**config.mk**
```make
export PLATFORM = sky130hd
export DESIGN_NAME = ulpi_reg_seq
export DESIGN_NICKNAME = d
export VERILOG_FILES = /design/src/rtl/ulpi_reg_seq.sv
export SDC_FILE = /design/constraint.sdc
export NUM_CORES = 1
export LEC_CHECK = 0
export CAP_MARGIN = 40
export CORE_AREA = 8 8 52 96
export DETAILED_ROUTE_END_ITERATION = 16
export DIE_AREA = 0 0 60 104
export PLACE_DENSITY = 0.87
export SLEW_MARGIN = 20
export SYNTH_ARGS = -nofsm -noshare
export SYNTH_HDL_FRONTEND = slang
export SYNTH_SLANG_ARGS = --single-unit
```
**constraint.sdc**
```tcl
create_clock -name clk_i -period 2.55 [get_ports clk_i]
set_input_delay 0.255 -clock clk_i [delete_from_list [all_inputs] [get_ports clk_i]]
set_output_delay 0.255 -clock clk_i [all_outputs]
set_load 0.02 [all_outputs]
```
**src/rtl/ulpi_reg_seq.sv**
```systemverilog
// ulpi_reg_seq: ULPI link-side register-access sequencer.
// Turns single read/write requests into ULPI TX-CMD register transactions.
// Optional build macro ULPI_REG_SEQ_BOOT_EN adds a post-reset boot sequence
// (Function Control, then OTG Control) that puts the PHY into sniff mode.
//
// state     | meaning
// ----------+-------------------------------------------------------------
// S_IDLE    | bus NOOP, accepting requests (or launching boot writes)
// S_CMD     | driving TX CMD byte, waiting for nxt
// S_WAIT_RX | PHY took the bus (RX CMD); wait for turnaround, then replay
// S_WDATA   | driving write data, waiting for nxt
// S_STP     | one-cycle stp (end of write, or timeout abort)
// S_RD_TURN | read: waiting for PHY to raise dir
// S_RD_DATA | read: capturing data while dir=1, done when dir drops
// S_DONE    | one-cycle response
module ulpi_reg_seq #(
  parameter int unsigned TIMEOUT_W      = 8,
  parameter logic [7:0]  BOOT_FUNC_CTRL = 8'h48,
  parameter logic [7:0]  BOOT_OTG_CTRL  = 8'h06
) (
  input  logic       clk_i,
  input  logic       rst_ni,
  input  logic       req_valid_i,
  input  logic       req_write_i,
  input  logic [5:0] req_addr_i,
  input  logic [7:0] req_wdata_i,
  output logic       req_ready_o,
  output logic       resp_valid_o,
  output logic [7:0] resp_rdata_o,
  output logic       resp_err_o,
  output logic       boot_done_o,
  input  logic [7:0] ulpi_data_i,
  output logic [7:0] ulpi_data_o,
  input  logic       ulpi_dir_i,
  input  logic       ulpi_nxt_i,
  output logic       ulpi_stp_o
);

  typedef enum logic [2:0] {
    S_IDLE, S_CMD, S_WAIT_RX, S_WDATA, S_STP, S_RD_TURN, S_RD_DATA, S_DONE
  } state_t;

  // Timeout fires on the wait cycle where the counter would reach 2**W-1.
  localparam logic [TIMEOUT_W-1:0] CNT_LAST = {{(TIMEOUT_W-1){1'b1}}, 1'b0};
  localparam logic [TIMEOUT_W-1:0] CNT_ONE  = {{(TIMEOUT_W-1){1'b0}}, 1'b1};

  state_t               state_q, state_d;
  logic [TIMEOUT_W-1:0] cnt_q, cnt_d;
  logic                 write_q, write_d;
  logic [5:0]           addr_q, addr_d;
  logic [7:0]           wdata_q, wdata_d;
  logic [7:0]           rdata_q, rdata_d;
  logic                 err_q, err_d;
  logic                 boot_done_q, boot_done_d;
  logic                 cnt_last;
`ifdef ULPI_REG_SEQ_BOOT_EN
  logic                 boot_txn_q, boot_txn_d;
  logic                 boot_step_q, boot_step_d;
`endif

  assign cnt_last     = (cnt_q == CNT_LAST);
  assign resp_rdata_o = rdata_q;
  assign resp_err_o   = err_q;
  assign boot_done_o  = boot_done_q;

  // Next-state, datapath updates and bus outputs.
  always_comb begin
    state_d      = state_q;
    cnt_d        = cnt_q;
    write_d      = write_q;
    addr_d       = addr_q;
    wdata_d      = wdata_q;
    rdata_d      = rdata_q;
    err_d        = err_q;
`ifdef ULPI_REG_SEQ_BOOT_EN
    boot_done_d  = boot_done_q;
    boot_txn_d   = boot_txn_q;
    boot_step_d  = boot_step_q;
`else
    boot_done_d  = 1'b1;
`endif
    req_ready_o  = 1'b0;
    resp_valid_o = 1'b0;
    ulpi_data_o  = 8'h00;
    ulpi_stp_o   = 1'b0;

    case (state_q)
      S_IDLE: begin
`ifdef ULPI_REG_SEQ_BOOT_EN
        if (!boot_done_q) begin
          if (!ulpi_dir_i) begin
            write_d    = 1'b1;
            addr_d     = boot_step_q ? 6'h0A : 6'h04;
            wdata_d    = boot_step_q ? BOOT_OTG_CTRL : BOOT_FUNC_CTRL;
            rdata_d    = 8'h00;
            err_d      = 1'b0;
            cnt_d      = '0;
            boot_txn_d = 1'b1;
            state_d    = S_CMD;
          end
        end else
`endif
        if (boot_done_q && !ulpi_dir_i) begin
          req_ready_o = 1'b1;
          if (req_valid_i) begin
            write_d = req_write_i;
            addr_d  = req_addr_i;
            wdata_d = req_wdata_i;
            rdata_d = 8'h00;
            err_d   = 1'b0;
            cnt_d   = '0;
`ifdef ULPI_REG_SEQ_BOOT_EN
            boot_txn_d = 1'b0;
`endif
            state_d = S_CMD;
          end
        end
      end
      S_CMD: begin
        ulpi_data_o = {write_q ? 2'b10 : 2'b11, addr_q};
        if (ulpi_dir_i) begin
          state_d = S_WAIT_RX;
        end else if (ulpi_nxt_i) begin
          cnt_d   = '0;
          state_d = write_q ? S_WDATA : S_RD_TURN;
        end else if (cnt_last) begin
          err_d   = 1'b1;
          state_d = S_STP;
        end else begin
          cnt_d = cnt_q + CNT_ONE;
        end
      end
      S_WAIT_RX: begin
        if (!ulpi_dir_i) begin
          cnt_d   = '0;
          state_d = S_CMD;
        end
      end
      S_WDATA: begin
        ulpi_data_o = wdata_q;
        if (ulpi_nxt_i) begin
          state_d = S_STP;
        end else if (cnt_last) begin
          err_d   = 1'b1;
          state_d = S_STP;
        end else begin
          cnt_d = cnt_q + CNT_ONE;
        end
      end
      S_STP: begin
        ulpi_stp_o = 1'b1;
        state_d    = S_DONE;
      end
      S_RD_TURN: begin
        if (ulpi_dir_i) begin
          state_d = ulpi_nxt_i ? S_WAIT_RX : S_RD_DATA;
        end else if (cnt_last) begin
          err_d   = 1'b1;
          state_d = S_STP;
        end else begin
          cnt_d = cnt_q + CNT_ONE;
        end
      end
      S_RD_DATA: begin
        if (ulpi_dir_i) rdata_d = ulpi_data_i;
        else            state_d = S_DONE;
      end
      S_DONE: begin
`ifdef ULPI_REG_SEQ_BOOT_EN
        resp_valid_o = ~boot_txn_q;
        // A timed-out boot write is simply relaunched from IDLE.
        if (boot_txn_q && !err_q) begin
          boot_step_d = 1'b1;
          if (boot_step_q) boot_done_d = 1'b1;
        end
        boot_txn_d = 1'b0;
`else
        resp_valid_o = 1'b1;
`endif
        state_d = S_IDLE;
      end
      default: state_d = S_IDLE;
    endcase
  end

  // State and datapath registers with synchronous active-low reset.
  always_ff @(posedge clk_i) begin
    if (!rst_ni) begin
      state_q     <= S_IDLE;
      cnt_q       <= '0;
      write_q     <= 1'b0;
      addr_q      <= 6'h00;
      wdata_q     <= 8'h00;
      rdata_q     <= 8'h00;
      err_q       <= 1'b0;
      boot_done_q <= 1'b0;
`ifdef ULPI_REG_SEQ_BOOT_EN
      boot_txn_q  <= 1'b0;
      boot_step_q <= 1'b0;
`endif
    end else begin
      state_q     <= state_d;
      cnt_q       <= cnt_d;
      write_q     <= write_d;
      addr_q      <= addr_d;
      wdata_q     <= wdata_d;
      rdata_q     <= rdata_d;
      err_q       <= err_d;
      boot_done_q <= boot_done_d;
`ifdef ULPI_REG_SEQ_BOOT_EN
      boot_txn_q  <= boot_txn_d;
      boot_step_q <= boot_step_d;
`endif
    end
  end

endmodule
```
* Word level (Yosys, flattened, before mapping) *
Cells that the tools add are included.

word-level totals
  bits in registers = 36
  input bits = 28
  output and inout bits = 21
  word-level logic and storage cells = 73

operators by class
  add/sub/neg operators = 1
  equal/unequal tests = 16
  multiplexer cells = 37
  reduce and logical (&&, ||, !) cells = 11

operators by type and width
  operator                                              number
  2-to-1 mux 8 bit                                      9
  case mux 8 bit (5 select lines)                       1
  2-to-1 mux 3 bit                                      11
  case mux 8 bit (2 select lines)                       2
  case mux 3 bit (8 select lines)                       1
  inequality test 2 bit (second input constant)         8
  equality test 3 bit (second input constant)           4
  2-to-1 mux 1 bit                                      12
  adder 8 x 1 -> 8 bit (second input constant)          1
  equality test 8 bit (second input constant)           1
  AND reduction 4 bit                                   2
  AND reduction 7 bit                                   1
  equality test 3 x 2 -> 1 bit (second input constant)  2
  AND reduction 5 bit                                   1
  nonzero test 5 bit                                    1
  case mux 1 bit (4 select lines)                       1
  nonzero test 4 bit                                    1
  equality test 3 x 1 -> 1 bit (second input constant)  1
  zero test 3 bit                                       1
  AND reduction 3 bit                                   1
  nonzero test 2 bit                                    1
  logical AND 1 bit                                     1
  zero test 1 bit                                       1

* Logic depth before layout (Yosys ltp) *
  depth in word-level cells = 5
  depth in mapped cells = 7
  mapped depth without buffers = 6

* Worst setup path after synthesis *
OpenSTA, ideal clock, no wires.

  kind = register to output
  from = reg state_q[0]
  to = out req_ready_o
  data arrival time = 1519 ps
  data required time = 2295 ps
  setup slack = 776 ps
  stages on the path, launching flop included = 4
  path buffers = 1
  cells stage by stage = dfxtp_1 -> buf_6 -> or2_2 -> nor4b_1

between the ends
  longest elaborated chain between the ends = 2

ends and longest elaborated chain
  item                      line  RTL
  start: declaration        47    state_t state_q, state_d;
  start signal: assignment  202   state_q <= state_d;
  zero test 3 bit           87    case (state_q)
  2-to-1 mux 1 bit          87
  end: declaration          27    output logic req_ready_o,

Every way passes these cells.

* Worst setup path after layout *
  from = reg state_q[2]
  to = out ulpi_data_o[5]

between the ends
  longest elaborated chain between the ends = 2
  elaborated cells between the ends (all ways) = 3
  classes of those cells = eq/ne: 2; mux: 1

ends and longest elaborated chain
  item                                                                          line  RTL
  equality test 3 x 2 -> 1 bit or equality test 3 x 1 -> 1 bit (tied branches)  87
  case mux 8 bit (2 select lines) *                                             87
  end: declaration                                                              33    output logic [7:0] ulpi_data_o,

Every way passes the cells marked *; elsewhere a longest branch is shown, timed or not.

==> flow_metrics.env <==
export IMPL_status="finished, final reports clean"
export IMPL_h_tree_depth=2
export IMPL_dieWidth_um=60
export IMPL_synth_area_um2=1840
export IMPL_final_setup_viol_count=0
export IMPL_path_max_fanout=14
export IMPL_synth_edf_count=0
export IMPL_seq_area_frac_synth_pct=39.2
export IMPL_cts_buffer_depth=2
export IMPL_yosys_warnings=0
export IMPL_cts_tree="yes"
export IMPL_r2r_start="state_q[1]"
export IMPL_cp_required_ns=2.30
export IMPL_die_area_um2=6240
export IMPL_finalCritPeriodShare_pct=97.2
export IMPL_grt_start_max_net_pins=23
export IMPL_synth_net_count=238
export IMPL_worstHoldPathType="flip-flop to flip-flop"
export IMPL_num_antenna_cells=0
export IMPL_crit_path_end_kind="output port"
export IMPL_wl_um=5190
export IMPL_cts_sinks=36
export IMPL_cts_hold_buf=0
export IMPL_start_util_pct=48.3
export IMPL_crit_type="flip-flop to output port"
export IMPL_synthCells=208
export IMPL_fmax_mhz=404
export IMPL_max_slew_margin_pct=61.9
export IMPL_place_congestion=0.902
export IMPL_cp_arrival_ns=2.22
export IMPL_reg2reg_depth=5
export IMPL_fin_worst_skew_ns=0.0139
export IMPL_synth_cell_types=52
export IMPL_antenna_found_initial=0
export IMPL_r2r_slack_ns=0.54
export IMPL_hold_end="resp_rdata_o[5]"
export IMPL_area_growth_pct=32.6
export IMPL_vias_per_cell=5.89
export IMPL_synth_top_cell_area_share_pct=39.2
export IMPL_drive_gt1_share_pct=11.0
export IMPL_grt_pass1_wl_um=8490
export IMPL_synth_async_sr_flop_share_pct=0
export IMPL_portBuffers=48
export IMPL_numCtsBuffers=5
export IMPL_yosys_top_cells_count="36 x dfxtp_1, 24 x nor2_1, 16 x a21oi_1"
export IMPL_drv_cap=0
export IMPL_finalNetCount=284
export IMPL_worstHoldPathCells=2
export IMPL_drc=0
export IMPL_max_vdd_ir_drop_uv=512
export IMPL_io_pins=49
export IMPL_grt_ovfl_total=0
export IMPL_synthFlopType="dfxtp_1"
export IMPL_track_usage_pct=17.6
export IMPL_p_per_area_nw_per_um2=537
export IMPL_rr_endpoint="cnt_q[5]"
export IMPL_synth_area_per_cell_um2=8.83
export IMPL_wl_per_cell_um=17.0
export IMPL_synthTopCellsByArea="dfxtp_1 39%, mux2i_1 8.2%, nor2_1 4.9%"
export IMPL_initialDrtViolationCount=79
export IMPL_worstSetupStartpointType="flip-flop"
export IMPL_p_leak_nw=0.957
export IMPL_synth_top_area_cell="dfxtp_1"
export IMPL_rsz0062_at_grt="false"
export IMPL_min_period_ns=2.48
export IMPL_hold_viol_final=0
export IMPL_dieHeight_um=104
export IMPL_hold_start="resp_rdata_o[5]"
export IMPL_root_buffer="clkbuf_8"
export IMPL_firstDrtPassIters=5
export IMPL_clkSlewWorstSetupHoldPaths_ns=0.08
export IMPL_dpl_hpwl_um=3870
export IMPL_grt_pass1_vias=1836
export IMPL_post_synth_top_count_cell="dfxtp_1"
export IMPL_power_total_mw=1.31
export IMPL_maxSlewViolCount=0
export IMPL_core_area_um2=3800
export IMPL_worst_skew_pair_late_latency_ns=0.29
export IMPL_fin_tns_setup_ns=0
export IMPL_vias=1803
export IMPL_ant_nets=0
export IMPL_worstMarginPinSlew_ns=0.567
export IMPL_rows=32
export IMPL_ys_ff_latch=36
[critical path, cell delays in order, from the launching register on]
cell and delay (ns):
dfxtp_1 0.65, inv_1 0.20, and3_2 0.33, a22o_1 0.20, clkdlybuf4s50_1 0.54
[layer usage]
layer,up-vias,global-route usage (%),wire length (µm)
met5,-,0,0
met4,0,10.2,192
met3,20,4.83,362
met2,88,31.5,2850
met1,849,16.5,1790
li1,846,-,-
[area by class of cell]
type                            instances  area (µm²)
Clock buffer                            6        72.6
Timing Repair Buffer                   53         526
Inverter                                7        26.3
Sequential cell                        36         721
Multi-Input combinational cell        151         991
Tap cell                               51        63.8
Clock inverter                          2        35.0
Fill cell                             332        1370
[state kept, by name, summed over array words and instances, names as in the netlist]
name / flops
addr_q: 6
wdata_q: 8
resp_err_o: 1
write_q: 1
boot_done_o: 1
resp_rdata_o: 8
state_q: 3
cnt_q: 8
[layout by cell type, fill, tap and decap left out, drive strengths merged, types with 3 or more instances in the layout]
cell type       n
buf             5
a21oi          17
clkdlybuf4s50  48
a22o            6
clkbuf          6
o22ai           3
dfxtp          36
inv             6
or2             5
a22oi           6
and3            4
nor2           24
nand3          14
o21a            3
nand2          15
nor3b           3
nor3            3
mux2i          15
[worst max path at each step]
stage / start / end / slack, ns / depth (start not counted)
floorplan: state_q[0] / req_ready_o / 0.78 / 3
CTS: state_q[0] / ulpi_data_o[6] / 0.08 / 4
detailed placement: ulpi_dir_i / wdata_q[2] / 0.25 / 5
global route: state_q[2] / ulpi_data_o[5] / 0.002 / 4
finish: state_q[2] / ulpi_data_o[5] / 0.07 / 4
global placement: ulpi_dir_i / wdata_q[0] / 0.32 / 5
[power breakdown]
group / switching (mW) / total (mW) / internal, mW
Clock: 0.209 / 0.499 / 0.290
Sequential: 0.0207 / 0.597 / 0.576
Combinational: 0.102 / 0.211 / 0.109
Total: 0.332 / 1.31 / 0.975
[repair_timing]
action | 4_1_cts | 5_1_grt
hold endpoints to repair | 0 | 0
resized for setup | 0 | 1
setup buffers | 0 | 0
setup endpoints to repair | 0 | 1
[metrics by stage]
stage          setup WS [ns]  instances  utilization (%)  hold slack, ns  area, µm²
6_report              0.0723        306             64.0           0.453       2430
5_1_grt              0.00248        306             64.0           0.475       2430
4_1_cts               0.0778        305             63.5           0.456       2410
3_5_place_dp           0.245        297             60.6           0.447       2310
3_3_place_gp           0.316        297             60.6           0.436       2310
2_1_floorplan          0.776        208                -           0.283       1840
[cells by family after synthesis]
group / share of synthesized area [%]
simple gates: 22.9
compound gates: 21.2
flops: 39.2
buf+inv: 7.15
mux: 8.17
fa+ha+maj: 1.36
Power figures use the tool's default switching activity.
